$ cat config.mk
export PLATFORM = sky130hd
export DESIGN_NAME = sass_receiver
export DESIGN_NICKNAME = d
export VERILOG_FILES = /design/src/rtl/sass_receiver.sv
export SDC_FILE = /design/constraint.sdc
export NUM_CORES = 1
export LEC_CHECK = 0
export ABC_CLOCK_PERIOD_IN_PS = 2330
export BUFFER_PORTS_ARGS = -buffer_cell sky130_fd_sc_hd__buf_2
export CAP_MARGIN = 20
export CORE_UTILIZATION = 40
export CTS_BUF_LIST = sky130_fd_sc_hd__clkbuf_16
export CTS_CLUSTER_SIZE = 14
export DETAILED_ROUTE_END_ITERATION = 8
export PLACE_DENSITY = 0.54
export SLEW_MARGIN = 10
export SYNTH_ARGS = -nofsm -noshare
export SYNTH_HDL_FRONTEND = slang
export SYNTH_SLANG_ARGS = --single-unit
$ cat constraint.sdc
create_clock -name clk -period 2.33 [get_ports clk]
set_input_delay 0 -clock clk [delete_from_list [all_inputs] [get_ports clk]]
set_output_delay 0 -clock clk [all_outputs]
set_load 0.005 [all_outputs]
$ cat src/rtl/sass_receiver.sv
// SASS single-wire serial receiver: start 0, DATA_L bits LSB first, end 0, idle high.
// Optional macro SASS_R_FERR_EN adds a `ferr` pulse for framing errors and rejected glitches.
module sass_receiver #(
    parameter int DATA_L = 8,
    parameter int T      = 300,
    parameter int CLK_F  = 50_000_000,
    parameter int RANGE  = 1_000_000
) (
    input  logic              clk,
    input  logic              rst,
    input  logic              s,
    output logic              avl,
    output logic [DATA_L-1:0] data
`ifdef SASS_R_FERR_EN
    ,
    output logic              ferr
`endif
);

    // 5e7 * 300 does not fit in 32 bits, so the bit time is derived in 64-bit arithmetic.
    localparam longint unsigned T_D64 = (64'(CLK_F) * 64'(T)) / 64'(RANGE);
    localparam int T_D = int'(T_D64);
    localparam int CW  = $clog2(T_D);
    localparam int IW  = (DATA_L > 1) ? $clog2(DATA_L) : 1;

    localparam logic [CW-1:0] HALF_LAST = CW'(T_D / 2 - 1);
    localparam logic [CW-1:0] BIT_LAST  = CW'(T_D - 1);
    localparam logic [IW-1:0] IDX_LAST  = IW'(DATA_L - 1);

    typedef enum logic [2:0] {
        S_IDLE,
        S_START,
        S_DATA,
        S_STOP,
        S_WAIT_HI
    } state_t;

    state_t              state_q, state_d;
    logic                sync_q, ss_q;
    logic [CW-1:0]       cnt_q, cnt_d;
    logic [IW-1:0]       idx_q, idx_d;
    logic [DATA_L-1:0]   shift_q, shift_d;
    logic [DATA_L-1:0]   data_q, data_d;
    logic                avl_q, avl_d;

    always_ff @(posedge clk) begin
        if (rst) begin
            sync_q  <= 1'b1;
            ss_q    <= 1'b1;
            state_q <= S_IDLE;
            cnt_q   <= '0;
            idx_q   <= '0;
            shift_q <= '0;
            data_q  <= '0;
            avl_q   <= 1'b0;
        end else begin
            sync_q  <= s;
            ss_q    <= sync_q;
            state_q <= state_d;
            cnt_q   <= cnt_d;
            idx_q   <= idx_d;
            shift_q <= shift_d;
            data_q  <= data_d;
            avl_q   <= avl_d;
        end
    end

    always_comb begin
        state_d = state_q;
        cnt_d   = cnt_q;
        idx_d   = idx_q;
        shift_d = shift_q;
        data_d  = data_q;
        avl_d   = 1'b0;
        unique case (state_q)
            S_IDLE: begin
                if (!ss_q) begin
                    state_d = S_START;
                    cnt_d   = '0;
                end
            end
            // Half a bit later the start bit must still be low, otherwise it was a glitch.
            S_START: begin
                if (cnt_q == HALF_LAST) begin
                    cnt_d = '0;
                    if (!ss_q) begin
                        state_d = S_DATA;
                        idx_d   = '0;
                    end else begin
                        state_d = S_IDLE;
                    end
                end else begin
                    cnt_d = cnt_q + 1'b1;
                end
            end
            S_DATA: begin
                if (cnt_q == BIT_LAST) begin
                    cnt_d          = '0;
                    shift_d[idx_q] = ss_q;
                    if (idx_q == IDX_LAST) begin
                        state_d = S_STOP;
                    end else begin
                        idx_d = idx_q + 1'b1;
                    end
                end else begin
                    cnt_d = cnt_q + 1'b1;
                end
            end
            S_STOP: begin
                if (cnt_q == BIT_LAST) begin
                    cnt_d   = '0;
                    state_d = S_WAIT_HI;
                    if (!ss_q) begin
                        data_d = shift_q;
                        avl_d  = 1'b1;
                    end
                end else begin
                    cnt_d = cnt_q + 1'b1;
                end
            end
            // The low tail of the end bit must not be mistaken for a new start bit.
            S_WAIT_HI: begin
                if (ss_q) begin
                    state_d = S_IDLE;
                end
            end
            default: begin
                state_d = S_IDLE;
            end
        endcase
    end

    assign avl  = avl_q;
    assign data = data_q;

`ifdef SASS_R_FERR_EN
    logic ferr_q;

    always_ff @(posedge clk) begin
        if (rst) begin
            ferr_q <= 1'b0;
        end else begin
            ferr_q <= ss_q && (((state_q == S_START) && (cnt_q == HALF_LAST)) ||
                               ((state_q == S_STOP)  && (cnt_q == BIT_LAST)));
        end
    end

    assign ferr = ferr_q;
`endif

endmodule

==> out/results.ini, run 1 <==
[worst_setup_path]
crit_type = flip-flop to flip-flop
cp_data_arrival_time_ns = 2.21
start_kind = flip-flop
cp_max_fo = 13
cp.required_ns = 2.48
crit_path_end_kind = flip-flop

[pwr]
pwr-share-comb = 0.025
powerDensity_nw_per_um2 = 703
clkPwrFrac = 0.514
p_int_mw = 1.18
report.power.total_mw = 1.46
p_sw_mw = 0.279
leakage_nw = 0.899
p_seq_frac = 0.461
swShare = 0.191
max-vdd-ir-drop_uv = 342

[detailed_routing]
via_count = 1440
post-route-drc-count = 0
wl_per_cell_um = 13.4
viasPerCell = 5.45
ant_nets = 0
drt_iter0_drc = 91
dr.pass1.iters = 4
wirelength_um = 3530

[die]
die_area_um2 = 4770
dieHeight_um = 69.1
ios = 12
coreArea_um2 = 4320
initial_core_util = 0.416
die_w_um = 69.1
placementRows = 24

[finish]
post-route-util = 0.480
area_growth_pct = 15.4
antenna_cells = 0
stdcell_count = 264
fin_nets = 217
fin_area_um2 = 2080
layout-drive-gt1-share = 0.142

[timing]
relSlewSlack = 0.612
period_share = 0.885
maxSlewViolCount = 0
setup_ws_ns = 0.267
tns_ns = 0
holdWs_ns = 0.176
setup_viol = 0
worstMarginPinSlew_ns = 0.580
rsz0062_at_grt = no
layout_min_cycle_time_ns = 2.06
final_hold_viol_count = 0
skew_ns = 0.00238
max_freq_mhz = 485

[global_route]
grt_pass1_vias = 1359
grt_max_degree = 29
grt_pass1_wl_um = 6080
grt.total_usage = 0.157
overflow = 0
antenna_found_initial = 0

[clock_tree]
insertion_delay_ns = 0.28
post_cts_resized = 0
cts_buffers = 5
h-tree-depth = 2
cts_sinks = 39
clockRootBuffer = clkbuf_16
cts_tree = built
clk_pin_slew_ns = 0.05
cts.path.max_buffers = 2

[status]
status = finished clean

[synthesis]
ys_seq_elements = 39
netlist_instances = 199
synthDominantCellAreaShare = 0.434
syn_area_per_cell_um2 = 9.04
synthTopCellsByArea = dfxtp_1, mux2i_1, nor2_1
yosysWarnings = 0
ys_async_sr_fraction = 0
synth_fp_nets = 205
yosysTopAreaCell = dfxtp_1
synth_cell_types = 43
syn_area_um2 = 1800
yosysSeqAreaShare = 0.434
synthFlopType = dfxtp_1
synth-edff-count = 0

[place]
place_ws_ns = 0.284
hpwlAfterDp_um = 2480
placed_area_um2 = 1900
port_buffers = 11
dp.cells = 255
routabilityCongestion = 0.797

[worst_hold_path]
hp-class = input pin to flip-flop

[job]
maxCapViolCount = 0

-- cells by family (layout without fill, tap and decap cells) --
| logic type | Yosys count | in the layout | share of synthesized area |
|---|---|---|---|
| adder cells (fa/ha/maj) | 3 | 3 | 0.0209 |
| XOR/XNOR | 9 | 9 | 0.0438 |
| buffers and inverters | 13 | 26 | 0.0306 |
| AND/OR/NAND/NOR | 97 | 97 | 0.294 |
| AO/OA/AOI/OAI | 21 | 21 | 0.0821 |
| flip-flops | 39 | 39 | 0.434 |
| multiplexers | 17 | 17 | 0.0946 |
-- worst paths after layout --
| path | start | cells past startpoint | slack, ns | endpoint |
|---|---|---|---|---|
| hold reg to reg | sync_q | 1 | 0.42 | ss_q |
| hold / removal | rst | 2 | 0.18 | data[4] |
| setup reg to reg | cnt_q[0] | 7 | 0.27 | cnt_q[9] |
| setup / recovery | cnt_q[0] | 7 | 0.27 | cnt_q[9] |
-- state kept, by name (all words and copies together), names as in the netlist --
signal   count
idx_q        3
sync_q       1
shift_q      8
avl          1
data         8
ss_q         1
state_q      3
cnt_q       14
-- cells in the mapped netlist (3+ instances only) --
master and instances:
or2_2 3, buf_2 5, clkbuf_1 6, mux2i_1 17, ha_1 3, xor2_1 7
nor2b_1 5, and2_1 3, dfxtp_1 39, nand4_1 9, nand2_1 11, and3_1 3
nand3_1 9, nor2_1 35, a21oi_1 6
-- cell usage in the layout (no fill, tap or decap), types with 5 or more instances in the layout --
cell type | synthesis | layout
dfxtp_1 | 39 | 39
nor2_1 | 35 | 35
mux2i_1 | 17 | 17
nand2_1 | 11 | 11
buf_2 | 5 | 11
nand3_1 | 9 | 9
nand4_1 | 9 | 9
xor2_1 | 7 | 7
a21oi_1 | 6 | 6
nor2b_1 | 5 | 5
clkbuf_16 | 0 | 5
-- per-layer routing --
layer,track usage,routed length (µm),vias up
met5,0,0,-
met4,0.0658,42,0
met3,0.0365,119,4
met2,0.232,1490,23
met1,0.218,1880,685
li1,-,-,728
-- final cells by class --
type,count,area (µm²)
Fill cell,427,2250
Clock buffer,5,125
Clock inverter,3,38.8
Tap cell,52,65.1
Timing Repair Buffer,16,95.1
Multi-Input combinational cell,147,963
Sequential cell,39,781
Inverter,2,7.51
-- power groups by stage --
stage,Combinational [mW],Sequential [mW],Clock (mW)
final,0.0368,0.672,0.751
after global routing,0.0410,0.672,0.797
after CTS,0.0372,0.672,0.764
after detailed placement,0.0356,0.687,0
after global placement,0.0350,0.687,0
after floorplan,0.0263,0.686,0
-- critical path: stages, from the launching register on --
cell,delay [ns]
dfxtp_1,0.39
ha_1,0.24
and4_1,0.24
and4_4,0.32
o32ai_1,0.14
buf_4,0.18
o21ai_2,0.34
nor2_1,0.10
-- repair_timing --
action / CTS / global route
buffers inserted: 0 / 0
endpoints found under the setup margin: 0 / 0
hold buffers: 1 / 0
hold endpoints to repair: 1 / 0
Note: power is estimated with default switching activity, not from simulation.
==> run 2, diff against run 1 <==
--- a/config.mk
+++ b/config.mk
@@ -8,11 +8,12 @@
 export ABC_CLOCK_PERIOD_IN_PS = 2330
 export BUFFER_PORTS_ARGS = -buffer_cell sky130_fd_sc_hd__buf_2
 export CAP_MARGIN = 20
-export CORE_UTILIZATION = 40
+export CORE_UTILIZATION = 50
 export CTS_BUF_LIST = sky130_fd_sc_hd__clkbuf_16
 export CTS_CLUSTER_SIZE = 14
 export DETAILED_ROUTE_END_ITERATION = 8
-export PLACE_DENSITY = 0.54
+export GPL_TIMING_DRIVEN = 1
+export PLACE_DENSITY = 0.7
 export SLEW_MARGIN = 10
 export SYNTH_ARGS = -nofsm -noshare
 export SYNTH_HDL_FRONTEND = slang
==> out/results.ini, run 2 (synthesized netlist as in run 1, its figures left out) <==
[die]
placementRows = 21
coreArea_um2 = 3390
dieHeight_um = 62.0
ios = 12
die_area_um2 = 3840
initial_core_util = 0.531
die_w_um = 62.0

[timing]
final_hold_viol_count = 0
layout_min_cycle_time_ns = 2.05
holdWs_ns = 0.166
worstMarginPinSlew_ns = 0.628
setup_viol = 0
skew_ns = 0.00282
maxSlewViolCount = 0
max_freq_mhz = 487
period_share = 0.881
tns_ns = 0
rsz0062_at_grt = no
relSlewSlack = 0.578

[finish]
area_growth_pct = 13.6
fill_cells = 287
final_cell_mix = dfxtp_1, nor2_1, mux2i_1
antenna_cells = 0
layout-drive-gt1-share = 0.146
largest_reg_flops = 14
final_common_cell = dfxtp_1
regMostFlops = cnt_q
fin_nets = 217

[global_route]
grt_pass1_vias = 1316
overflow = 0
antenna_found_initial = 0
grt_max_degree = 29
grt.total_usage = 0.205
grt_pass1_wl_um = 5730

[worst_hold_path]
hold-path-endpoint = avl
hp-start = rst
hp-class = input pin to flip-flop
hold_path_depth = 2

[worst_setup_path]
cp.required_ns = 2.48
reg2reg_depth = 7
crit_path_top_delay_cell = dfxtp_1
rr_endpoint = cnt_q[11]
max_stage_delay_ns = 0.39
crit_path_end_kind = flip-flop
path_cells = ha_1 > and4_1 > and4_4 > o32ai_1 > buf_4 > o21ai_2 > nor2_1
crit_type = flip-flop to flip-flop
start_kind = flip-flop
cp_max_fo = 13
r2r-start = cnt_q[0]
rrSetupSlack_ns = 0.28
cp_data_arrival_time_ns = 2.21

[place]
port_buffers = 11
hpwlAfterDp_um = 2490
routabilityCongestion = 0.820

[status]
status = finished clean

[clock_tree]
holdBufCountCts = 1
post_cts_buffers = 0
cts_tree = built
post_cts_resized = 0
insertion_delay_ns = 0.28
clockRootBuffer = clkbuf_16
clk_pin_slew_ns = 0.05
cts_sinks = 39
cts_buffers = 5
h-tree-depth = 2
cts.path.max_buffers = 2

[detailed_routing]
viasPerCell = 5.64
drt_iter0_drc = 78
ant_nets = 0
wirelength_um = 3510
via_count = 1455
wl_per_cell_um = 13.6
dr.pass1.iters = 4
post-route-drc-count = 0

[pwr]
powerDensity_nw_per_um2 = 659
max-vdd-ir-drop_uv = 513
leakage_nw = 0.891

[job]
maxCapViolCount = 0

-- run 2: changes by cell type in the layout (fill, tap and decap cells not counted) --
cell,previous run,this run
clkinv_2,1,3
clkinv_1,1,0
bufinv_16,1,0
-- run 2: through the flow --
stage | instance area [µm²] | power, mW | util | std cells | worst slack (ns)
CTS | 2040 | 1.36 | 0.603 | 258 | 0.262
global placement | 1890 | 0.721 | 0.559 | 249 | 0.378
floorplan | 1800 | 0.712 | - | 199 | 0.622
finish | 2040 | 1.35 | 0.603 | 258 | 0.277
global route | 2040 | 1.39 | 0.603 | 258 | 0.0901
detailed placement | 1890 | 0.721 | 0.559 | 249 | 0.291
-- run 2: final cells by class --
type | instances | area, µm² | share of cell area
clock buffers | 5 | 125 | 0.0612
clock inverters | 3 | 15.0 | 0.00734
inverters | 2 | 7.51 | 0.00367
multi-input cells | 147 | 963 | 0.471
flip-flops and latches | 39 | 781 | 0.382
well taps | 46 | 57.6 | 0.0282
repair buffers | 16 | 95.1 | 0.0465
-- run 2: worst max-delay path by stage --
| stage | startpoint | endpoint | slack, ns | cells after the start |
|---|---|---|---|---|
| finish | cnt_q[0] | cnt_q[11] | 0.28 | 7 |
| global route | cnt_q[0] | cnt_q[12] | 0.09 | 7 |
| CTS | cnt_q[0] | cnt_q[11] | 0.26 | 7 |
| detailed placement | cnt_q[0] | cnt_q[9] | 0.29 | 7 |
| global placement | cnt_q[0] | cnt_q[12] | 0.38 | 7 |
| floorplan | cnt_q[0] | cnt_q[10] | 0.62 | 7 |
-- run 2: where the power goes --
group	switching, mW	total (mW)	internal [mW]	leakage (nW)
sequential	0.00233	0.672	0.670	0.315
clock	0.249	0.639	0.390	0.0733
combinational	0.0246	0.0366	0.0120	0.503
total	0.276	1.35	1.07	0.891
-- run 2: worst max-delay path, delay by kind of cell (launching register included) --
kind	cells	cell delay, ns
compound gates	2	0.49
fa+ha+maj	1	0.23
buf+inv	1	0.18
flops	1	0.39
simple gates	3	0.63
-- run 2: per-layer routing --
metal / routed length (µm) / GRT usage / vias up / part of all wire
met2: 1630 / 0.316 / 44 / 0.46
met3: 194 / 0.0559 / 6 / 0.055
met5: 0 / 0 / - / 0
li1: - / - / 730 / -
met1: 1630 / 0.272 / 675 / 0.46
met4: 59 / 0.0825 / 0 / 0.017
